## src/rtl/mips_execute_mul_div.sv

```systemverilog
// Iterative HI/LO multiply/divide unit for the MIPS execute stage.
// One product/quotient bit per cycle, with a sign-fixup cycle that commits HI/LO.
module mips_execute_mul_div #(
  parameter int WIDTH = 32
) (
  input  logic             clock,
  input  logic             resetN,
  input  logic             opValid,
  input  logic [2:0]       op,
  input  logic [WIDTH-1:0] data1,
  input  logic [WIDTH-1:0] data2,
  input  logic             flush,
  output logic             stall,
  output logic             busy,
  output logic             done,
  output logic [WIDTH-1:0] result,
  output logic [WIDTH-1:0] hi,
  output logic [WIDTH-1:0] lo
);

  localparam int CW = $clog2(WIDTH + 1);

  typedef enum logic [1:0] {IDLE, RUN, FIXUP} state_t;

  state_t             r_state, w_next;
  logic [CW-1:0]      r_cnt;
  logic [2*WIDTH-1:0] r_acc;
  logic [WIDTH:0]     r_rem;
  logic [WIDTH-1:0]   r_a, r_b;
  logic               r_div, r_sa, r_sb, r_dz, r_done;
  logic [WIDTH-1:0]   r_hi, r_lo;

  function automatic logic [WIDTH-1:0] f_mag(input logic signed [WIDTH-1:0] v, input logic sgn);
    return (sgn && v[WIDTH-1]) ? WIDTH'(-v) : WIDTH'(v);
  endfunction

  logic               w_accept, w_muldiv, w_mthi, w_mtlo, w_signed, w_dz, w_commit;
  logic [WIDTH:0]     w_madd, w_shift, w_diff;
  logic               w_qbit;
  logic [2*WIDTH-1:0] w_prod;
  logic [WIDTH-1:0]   w_quo, w_remd, w_fix_hi, w_fix_lo;

  assign w_accept = opValid && !busy && !flush;
  assign w_muldiv = w_accept && !op[2];
  assign w_mthi   = w_accept && (op == 3'd4);
  assign w_mtlo   = w_accept && (op == 3'd5);
  assign w_signed = !op[0];
  assign w_dz     = op[1] && (data2 == '0);
  assign w_commit = (r_state == FIXUP) && !flush;

  // Multiply step: add multiplicand into the upper half when the multiplier LSB is set, then shift right.
  assign w_madd  = {1'b0, r_acc[2*WIDTH-1:WIDTH]} + (r_acc[0] ? {1'b0, r_a} : '0);
  // Restoring divide step: the borrow out of bit WIDTH means the trial subtraction failed.
  assign w_shift = {r_rem[WIDTH-1:0], r_acc[WIDTH-1]};
  assign w_diff  = w_shift - {1'b0, r_b};
  assign w_qbit  = !w_diff[WIDTH];

  assign w_prod  = (r_sa ^ r_sb) ? -r_acc : r_acc;
  assign w_quo   = (r_sa ^ r_sb) ? -r_acc[WIDTH-1:0] : r_acc[WIDTH-1:0];
  assign w_remd  = r_sa ? -r_rem[WIDTH-1:0] : r_rem[WIDTH-1:0];

  always_comb begin
    w_fix_hi = w_prod[2*WIDTH-1:WIDTH];
    w_fix_lo = w_prod[WIDTH-1:0];
    if (r_dz) begin
      w_fix_hi = r_a;
      w_fix_lo = '1;
    end else if (r_div) begin
      w_fix_hi = w_remd;
      w_fix_lo = w_quo;
    end
  end

  always_comb begin
    w_next = r_state;
    case (r_state)
      IDLE:    if (w_muldiv) w_next = w_dz ? FIXUP : RUN;
      RUN:     if (flush) w_next = IDLE;
               else if (r_cnt == CW'(WIDTH - 1)) w_next = FIXUP;
      FIXUP:   w_next = IDLE;
      default: w_next = IDLE;
    endcase
  end

  always_ff @(posedge clock or negedge resetN) begin
    if (!resetN) begin
      r_state <= IDLE;
      r_cnt   <= '0;
      r_done  <= 1'b0;
      r_hi    <= '0;
      r_lo    <= '0;
    end else begin
      r_state <= w_next;
      r_done  <= w_commit;
      if (w_muldiv)           r_cnt <= '0;
      else if (r_state == RUN) r_cnt <= r_cnt + 1'b1;
      if (w_commit) begin
        r_hi <= w_fix_hi;
        r_lo <= w_fix_lo;
      end else begin
        if (w_mthi) r_hi <= data1;
        if (w_mtlo) r_lo <= data1;
      end
    end
  end

  // Datapath operands and accumulators carry no reset; they are loaded on acceptance.
  always_ff @(posedge clock) begin
    if (w_muldiv) begin
      r_a   <= w_dz ? data1 : f_mag(data1, w_signed);
      r_b   <= f_mag(data2, w_signed);
      r_sa  <= w_signed && data1[WIDTH-1];
      r_sb  <= w_signed && data2[WIDTH-1];
      r_div <= op[1];
      r_dz  <= w_dz;
      r_acc <= {{WIDTH{1'b0}}, (op[1] ? f_mag(data1, w_signed) : f_mag(data2, w_signed))};
      r_rem <= '0;
    end else if (r_state == RUN) begin
      if (r_div) begin
        r_rem <= w_qbit ? w_diff : w_shift;
        r_acc <= {r_acc[2*WIDTH-1:WIDTH], r_acc[WIDTH-2:0], w_qbit};
      end else begin
        r_acc <= {w_madd, r_acc[WIDTH-1:1]};
      end
    end
  end

  assign busy   = (r_state != IDLE);
  assign stall  = opValid && busy && !flush;
  assign done   = r_done;
  assign hi     = r_hi;
  assign lo     = r_lo;
  assign result = (op == 3'd6) ? r_hi : r_lo;

endmodule

```

## config.mk

```make
export PLATFORM = sky130hd
export DESIGN_NAME = mips_execute_mul_div
export DESIGN_NICKNAME = d
export VERILOG_FILES = /design/src/rtl/mips_execute_mul_div.sv
export SDC_FILE = /design/constraint.sdc
export NUM_CORES = 1
export LEC_CHECK = 0
export ABC_AREA = 1
export CORE_AREA = 3 3 227 284
export CTS_BUF_LIST = sky130_fd_sc_hd__clkbuf_8
export DETAILED_ROUTE_END_ITERATION = 12
export DIE_AREA = 0 0 230 287
export MAX_ROUTING_LAYER = met4
export SYNTH_ARGS = -nofsm -noshare
export SYNTH_HDL_FRONTEND = slang
export SYNTH_SLANG_ARGS = --single-unit
export TNS_END_PERCENT = 10
```

## constraint.sdc

```tcl
create_clock -name clock -period 8.95 [get_ports clock]
set_input_delay 2.685 -clock clock [delete_from_list [all_inputs] [get_ports clock]]
set_output_delay 2.685 -clock clock [all_outputs]
set_load 0.02 [all_outputs]
```

## Word level (Yosys, flattened, before mapping)

Index checks and enable logic that the tools add are counted.

- Add/subtract/negate cells: 8
- Equal/unequal tests: 8
- Muxes and demuxes: 28
- Bitwise gates (word level): 2
- Reduce and logical (&&, ||, !) cells: 25

Operator list:

| cell | number |
|---|---|
| two-way mux 32 bit | 20 |
| negation 32 bit | 4 |
| two-way mux 64 bit | 1 |
| negation 64 bit | 1 |
| adder 32 x 32 -> 33 bit | 1 |
| subtractor 33 x 32 -> 33 bit | 1 |
| logical NOT 32 bit | 1 |
| two-way mux 6 bit | 2 |
| logical AND 1 bit | 11 |
| == test 3 bit (second input constant) | 3 |
| two-way mux 2 bit | 4 |
| nonzero test 2 bit | 4 |
| adder 6 x 1 -> 6 bit (second input constant) | 1 |
| == test 6 x 5 -> 1 bit (second input constant) | 1 |
| AND reduction 2 bit | 3 |
| logical NOT 1 bit | 5 |
| one-hot mux 2 bit (2 select lines) | 1 |
| inequality test 3 bit (second input constant) | 1 |
| == test 2 x 1 -> 1 bit (second input constant) | 1 |
| == test 2 bit (second input constant) | 1 |
| logical NOT 2 bit | 1 |
| inequality test 2 bit (second input constant) | 1 |
| inverter 1 bit | 1 |
| bitwise XOR 1 bit | 1 |

- Register bits: 237
- Input bits: 71
- Output and inout port bits: 99
- Word-level logic and storage cells: 85

## Logic depth before layout (Yosys ltp)

Gate-level depths: netlist of the first run.

- Word-level depth: 7
- Gate-level depth with buffers: 19
- Gate-level depth less buffers: 18

## Worst setup path after synthesis of the first run

Ideal clock, no wire load.

- Path type: input to output
- Start: in op[1]
- End: out result[0]
- Arrival: 3803 ps
- Required time: 6265 ps
- Path slack: 2462 ps
- Stages: 4
- Buffers on the path: 2
- Cells stage by stage: buf_2 -> nand3_1 -> clkbuf_1 -> o21ai_0

- Longest elaborated chain between the ends: 2

RTL lines:

| element | line | RTL |
|---|---|---|
| start, declared | 9 | `input logic [2:0] op,` |
| == test 3 bit | 133 | `assign result = (op == 3'd6) ? r_hi : r_lo;` |
| two-way mux 32 bit | 133 |  |
| end, declared | 16 | `output logic [WIDTH-1:0] result,` |

Every way passes these cells.

## Final worst setup path of the first run

- Start: in op[0]
- End: out result[0]

The elaborated chain is that of the path after synthesis.

==> flow_metrics.py, run 1 <==
metrics = {
    "status": {
        "status": "finished, final reports clean",
    },
    "synth": {
        "async_reset_ff_frac": 0.308,
        "netlist.area_leader.share": 0.179,
        "yosys-top-cells-area": "nand2_1, edfxtp_1, inv_1",
        "synth_area_um2": 21600,
        "yosysWarnings": 0,
        "ys_types": 61,
        "avgSynthCellArea_um2": 6.14,
        "seq_area_frac_synth": 0.283,
        "ys_dominant_reg_cell": "edfxtp_1",
        "synth_nets": 3653,
        "synth_seq_cells": 237,
        "synth_edf_count": 100,
        "synthCells": 3511,
        "synth_top_cell_by_area": "nand2_1",
    },
    "cts": {
        "cts_buffers": 43,
        "root_buffer": "clkbuf_8",
        "cts_setup_buffers": 0,
        "htree_levels": 2,
        "cts_resized": 0,
        "clk_pin_slew_ns": 0.06,
        "clock_path_buffers": 3,
        "hold_buffers": 0,
        "cts_tree": "built",
        "cts_sinks": 237,
        "clkLatencyLatePin_ns": 0.63,
    },
    "global_routing": {
        "grtUsageMet2": 0.456,
        "grt_max_degree": 85,
        "grt_use_met3": 0.0284,
        "gr-total-overflow": 0,
        "top_usage_layer": "met2",
        "grt_pass1_vias": 22400,
        "grt_pass1_wl_um": 134000,
        "grt_usage": 0.270,
        "met1_usage": 0.322,
        "antenna_found_initial": 1,
    },
    "final_layout": {
        "drive_above_1_share": 0.0554,
        "fin_cells": 4497,
        "syn2layout_area_growth_pct": 15.0,
        "final_design_area_no_fill_um2": 24800,
        "fin_nets": 3772,
    },
    "placement": {
        "place_area_um2": 24000,
        "dpl.hpwl_um": 70400,
        "gp_congestion": 0.982,
        "dp.cells": 4417,
        "place_ws_ns": 1.01,
        "io_buffers": 169,
    },
    "pwr": {
        "power.internal_w": 0.00302,
        "irDropWorstVdd_mv": 0.170,
        "pwr-share-comb": 0.512,
        "switchingPower_w": 0.00274,
        "power.share.sequential": 0.302,
        "switching_share": 0.476,
        "clockPowerShare": 0.186,
        "p_leak_nw": 11.7,
        "p_per_area_nw_per_um2": 232,
    },
    "worst_hold_path": {
        "holdCritPathClass": "flip-flop to flip-flop",
    },
    "sta": {
        "finalCritPeriodShare": 0.884,
        "fmax_mhz": 126,
        "fin_ws_ns": 1.04,
        "rsz0062_at_grt": "false",
        "skew_ns": 0.0316,
        "final_hold_viol_count": 0,
        "min_period_ns": 7.91,
        "whs_ns": 0.519,
        "finalSetupTns_ns": 0,
        "relSlewSlack": 0.289,
        "worstMarginPinSlew_ns": 1.06,
        "drv_slew": 0,
        "setup_viol": 0,
    },
    "worst_setup_path": {
        "critPathArrivalTime_ns": 5.23,
        "crit_type": "input port to output port",
        "crit_required_ns": 6.27,
        "end_kind": "output port",
        "start_kind": "input port",
        "crit_fanout": 36,
    },
    "route": {
        "viasPerCell": 5.24,
        "drt-wirelength-per-cell_um": 19.8,
        "drtIter0Drc": 2080,
        "vias": 23600,
        "drt-pass1-iter-count": 7,
        "drt-total-wl_um": 89000,
        "drc": 0,
        "ant_nets": 0,
    },
    "die": {
        "io-pin-count": 170,
        "core-area_um2": 62000,
        "die_area_um2": 66000,
        "rows": 102,
        "die_w_um": 230,
        "die_y_um": 287,
        "initial_utilization": 0.348,
    },
    "flow_run": {
        "maxCapViolCount": 0,
    },
}
per-layer routing:
layer,part of all wire,vias up
li1,-,11600
met1,0.41,11000
met2,0.48,816
met3,0.054,184
met4,0.059,0
met5,0,-
logic make-up (layout without fill, tap and decap cells):
family / after synthesis / count (layout) / synth area share
AOI/OAI and AO/OA: 540 / 540 / 0.140
buffers and inverters: 625 / 778 / 0.113
other: 0 / 1 / 0
DFF: 237 / 237 / 0.283
and+or+nand+nor: 1932 / 1932 / 0.375
xor gates and xnor gates: 78 / 78 / 0.0320
muxes: 28 / 28 / 0.0146
adders and majority gates: 71 / 71 / 0.0419
path summary, 6_finish.rpt:
| check | end | startpoint | slack, ns | cells after the start |
|---|---|---|---|---|
| worst max-delay path | result[0] | op[0] | 1.04 | 5 |
| worst min-delay path | r_cnt[1] | r_cnt[1] | 0.52 | 2 |
| worst max register to register | hi[16] | r_sa | 5.54 | 9 |
| worst min register to register | r_cnt[1] | r_cnt[1] | 0.52 | 2 |
| max in group asynchronous | r_cnt[5] | resetN | 6.10 | 1 |
| min in group asynchronous | hi[27] | resetN | 2.22 | 1 |
critical path: stages:
cell and delay, ns:
clkdlybuf4s50_1 0.48, inv_1 0.18, nand3_2 0.69, o21ai_0 0.49
clkdlybuf4s50_1 0.67
cells in the mapped netlist, drive strengths merged (13+ instances only):
| master | n |
|---|---|
| a21oi | 179 |
| a31oi | 13 |
| buf | 45 |
| clkbuf | 74 |
| dfrtp | 73 |
| dfxtp | 64 |
| edfxtp | 100 |
| ha | 69 |
| inv | 503 |
| mux2 | 28 |
| nand2 | 1053 |
| nand3 | 296 |
| nand4 | 41 |
| nor2 | 466 |
| nor3 | 40 |
| o211ai | 22 |
| o21ai | 256 |
| o311ai | 21 |
| xnor2 | 17 |
| xor2 | 61 |
power by group through the flow:
stage	registers [W]	logic (W)	clock network, W
after CTS	0.00173	0.00293	0.00109
after detailed placement	0.00175	0.00291	0
after global placement	0.00176	0.00290	0
after floorplan	0.00173	0.00189	0
after global routing	0.00177	0.00327	0.00113
final	0.00174	0.00295	0.00107
sequential cells by signal, summed over array words and instances (netlist names):
name     count
done         1
hi          32
lo          32
r_a         32
r_acc       64
r_b         32
r_cnt        6
r_div        1
r_dz         1
r_rem       32
r_sa         1
r_sb         1
r_state      2
placed cells by master (no fill, tap or decap), types with 23 or more instances in the layout:
master           count
nand2_1           1030
inv_1              502
nor2_1             446
nand3_1            287
o21ai_0            231
a21oi_1            171
clkdlybuf4s50_1    167
edfxtp_1           100
dfrtp_1             73
ha_1                69
dfxtp_1             64
xor2_1              61
clkbuf_8            51
nand4_1             41
nor3_1              37
mux2_2              28
buf_4               25
o21ai_1             23
through the flow:
stage,power (W),utilization
global placement,0.00466,0.386
detailed placement,0.00467,0.386
floorplan,0.00363,-
CTS,0.00576,0.400
finish,0.00576,0.400
global route,0.00617,0.400
final cells by class:
| cell class | count | area, µm² |
|---|---|---|
| Fill cell | 6841 | 37200 |
| Multi-Input combinational cell | 2649 | 13000 |
| Sequential cell | 237 | 6110 |
| Inverter | 506 | 1900 |
| Timing Repair Buffer | 193 | 1860 |
| Tap cell | 832 | 1040 |
| Clock buffer | 51 | 702 |
| Clock inverter | 28 | 156 |
| Antenna cell | 1 | 2.50 |
No activity file was read; power rests on OpenSTA's default activity.
==> run 2, diff against run 1 <==
--- a/config.mk
+++ b/config.mk
@@ -6,10 +6,10 @@
 export NUM_CORES = 1
 export LEC_CHECK = 0
 export ABC_AREA = 1
-export CORE_AREA = 3 3 227 284
+export CORE_AREA = 3 3 266 242
 export CTS_BUF_LIST = sky130_fd_sc_hd__clkbuf_8
 export DETAILED_ROUTE_END_ITERATION = 12
-export DIE_AREA = 0 0 230 287
+export DIE_AREA = 0 0 269 245
 export MAX_ROUTING_LAYER = met4
 export SYNTH_ARGS = -nofsm -noshare
 export SYNTH_HDL_FRONTEND = slang
==> run 2 against run 1 <==
- first-iteration DRC count rose by 34%
- core utilization rose by 0.71 points
- via count rose by 0.29%
- critical path depth did not move
- sequential share of layout area fell by 0.20 points
==> flow_metrics.py, run 2 (synthesized netlist as in run 1, its figures left out) <==
metrics = {
    "status": {
        "status": "finished, final reports clean",
    },
    "pwr": {
        "power.internal_w": 0.00318,
        "p_leak_nw": 11.8,
        "clockPowerShare": 0.215,
        "p_per_area_nw_per_um2": 238,
        "power.share.sequential": 0.293,
        "irDropWorstVdd_mv": 0.135,
        "switching_share": 0.465,
        "pwr-share-comb": 0.492,
        "switchingPower_w": 0.00277,
    },
    "global_routing": {
        "grt_max_degree": 85,
        "grt_usage": 0.274,
        "gr-total-overflow": 0,
        "grt_pass1_vias": 21900,
        "antenna_found_initial": 0,
        "grt_pass1_wl_um": 134000,
    },
    "placement": {
        "gp_congestion": 1.00,
        "dpl.hpwl_um": 69900,
        "io_buffers": 169,
    },
    "final_layout": {
        "antennaDiodeCount": 0,
        "fin_util": 0.407,
        "drive_above_1_share": 0.0589,
        "fin_nets": 3774,
        "syn2layout_area_growth_pct": 15.9,
        "fillerInstances": 6672,
        "layout_commonest_cell": "nand2_1",
        "final_cell_mix": "nand2_1, inv_1, nor2_1",
        "largest_register_ffs": 64,
        "largest-register": "r_acc",
    },
    "cts": {
        "clock_path_buffers": 3,
        "cts_buffers": 45,
        "htree_levels": 2,
        "clk_pin_slew_ns": 0.06,
        "hold_buffers": 0,
        "root_buffer": "clkbuf_8",
        "cts_resized": 0,
        "cts_sinks": 237,
        "cts_tree": "built",
        "cts_setup_buffers": 0,
        "clkLatencyLatePin_ns": 0.65,
    },
    "sta": {
        "rsz0062_at_grt": "false",
        "relSlewSlack": 0.336,
        "skew_ns": 0.0307,
        "finalSetupTns_ns": 0,
        "fmax_mhz": 126,
        "worstMarginPinSlew_ns": 0.996,
        "final_hold_viol_count": 0,
        "setup_viol": 0,
        "min_period_ns": 7.93,
        "drv_slew": 0,
        "finalCritPeriodShare": 0.886,
    },
    "route": {
        "drt-pass1-iter-count": 6,
        "ant_nets": 0,
        "vias": 23600,
        "viasPerCell": 5.25,
        "drt-wirelength-per-cell_um": 19.8,
        "drt-total-wl_um": 89000,
        "drc": 0,
        "drtIter0Drc": 2795,
    },
    "worst_hold_path": {
        "min_from": "r_rem[0]",
        "holdCritPathClass": "flip-flop to flip-flop",
    },
    "die": {
        "die_w_um": 269,
        "io-pin-count": 170,
        "die_area_um2": 65900,
        "initial_utilization": 0.351,
        "core-area_um2": 61400,
        "die_y_um": 245,
        "rows": 86,
    },
    "worst_setup_path": {
        "reg2reg_from": "r_sa",
        "cp_slowest_cell": "nand3_2",
        "start_kind": "input port",
        "crit_required_ns": 6.27,
        "cp_common_cell": "clkdlybuf4s50_1",
        "critPathArrivalTime_ns": 5.24,
        "slowest_delay_ns": 0.70,
        "crit_fanout": 36,
        "end_kind": "output port",
        "path_cells": "clkdlybuf4s50_1 -> inv_1 -> nand3_2 -> mux2_2 -> clkdlybuf4s50_1",
        "startpoint": "op[0]",
        "crit_type": "input port to output port",
    },
    "flow_run": {
        "maxCapViolCount": 0,
    },
}
-- run 2: layout make-up --
| cell class | count | area (µm²) | area share |
|---|---|---|---|
| inverters | 506 | 1900 | 0.0760 |
| flip-flops and latches | 237 | 6110 | 0.244 |
| clock inverters | 32 | 333 | 0.0133 |
| well taps | 836 | 1050 | 0.0418 |
| repair buffers | 193 | 1870 | 0.0747 |
| multi-input cells | 2649 | 13000 | 0.521 |
| clock buffers | 52 | 716 | 0.0286 |
-- run 2: power groups by stage --
| stage | clock network, W | registers [W] | logic [W] |
|---|---|---|---|
| final | 0.00128 | 0.00175 | 0.00293 |
| after global routing | 0.00134 | 0.00177 | 0.00327 |
| after detailed placement | 0 | 0.00175 | 0.00289 |
| after CTS | 0.00129 | 0.00174 | 0.00291 |
| after floorplan | 0 | 0.00173 | 0.00189 |
| after global placement | 0 | 0.00176 | 0.00288 |
-- run 2: final timing paths --
check | to | slack, ns | cells after the start
max in group asynchronous | lo[25] | 6.08 | 1
setup reg to reg | hi[0] | 5.33 | 10
hold / removal | r_rem[0] | 0.50 | 2
setup / recovery | result[21] | 1.02 | 5
min in group asynchronous | hi[10] | 2.22 | 1
hold reg to reg | r_rem[0] | 0.50 | 2
-- run 2: critical path: cells and delay by family --
kind / cells / cell delay (ns)
mux: 1 / 0.58
buf+inv: 3 / 1.21
simple gates: 1 / 0.70
-- run 2: per-stage QoR --
stage / cell area [µm²] / power [W] / hold WS, ns / std cells / setup slack [ns]
after floorplan: 21600 / 0.00363 / 0.463 / 3511 / 2.46
after global placement: 24000 / 0.00464 / 0.489 / 4421 / 1.06
after detailed placement: 24000 / 0.00464 / 0.486 / 4421 / 1.02
after CTS: 25000 / 0.00594 / 0.496 / 4505 / 0.993
after global routing: 25000 / 0.00638 / 0.506 / 4505 / 0.737
final: 25000 / 0.00595 / 0.503 / 4505 / 1.02
-- run 2: routing by layer --
layer / vias up / GRT usage / routed length, µm
met3: 113 / 0.0322 / 6600
li1: 11600 / - / -
met1: 11000 / 0.386 / 40600
met5: - / - / 0
met2: 952 / 0.417 / 39400
met4: 0 / 0.0724 / 2430
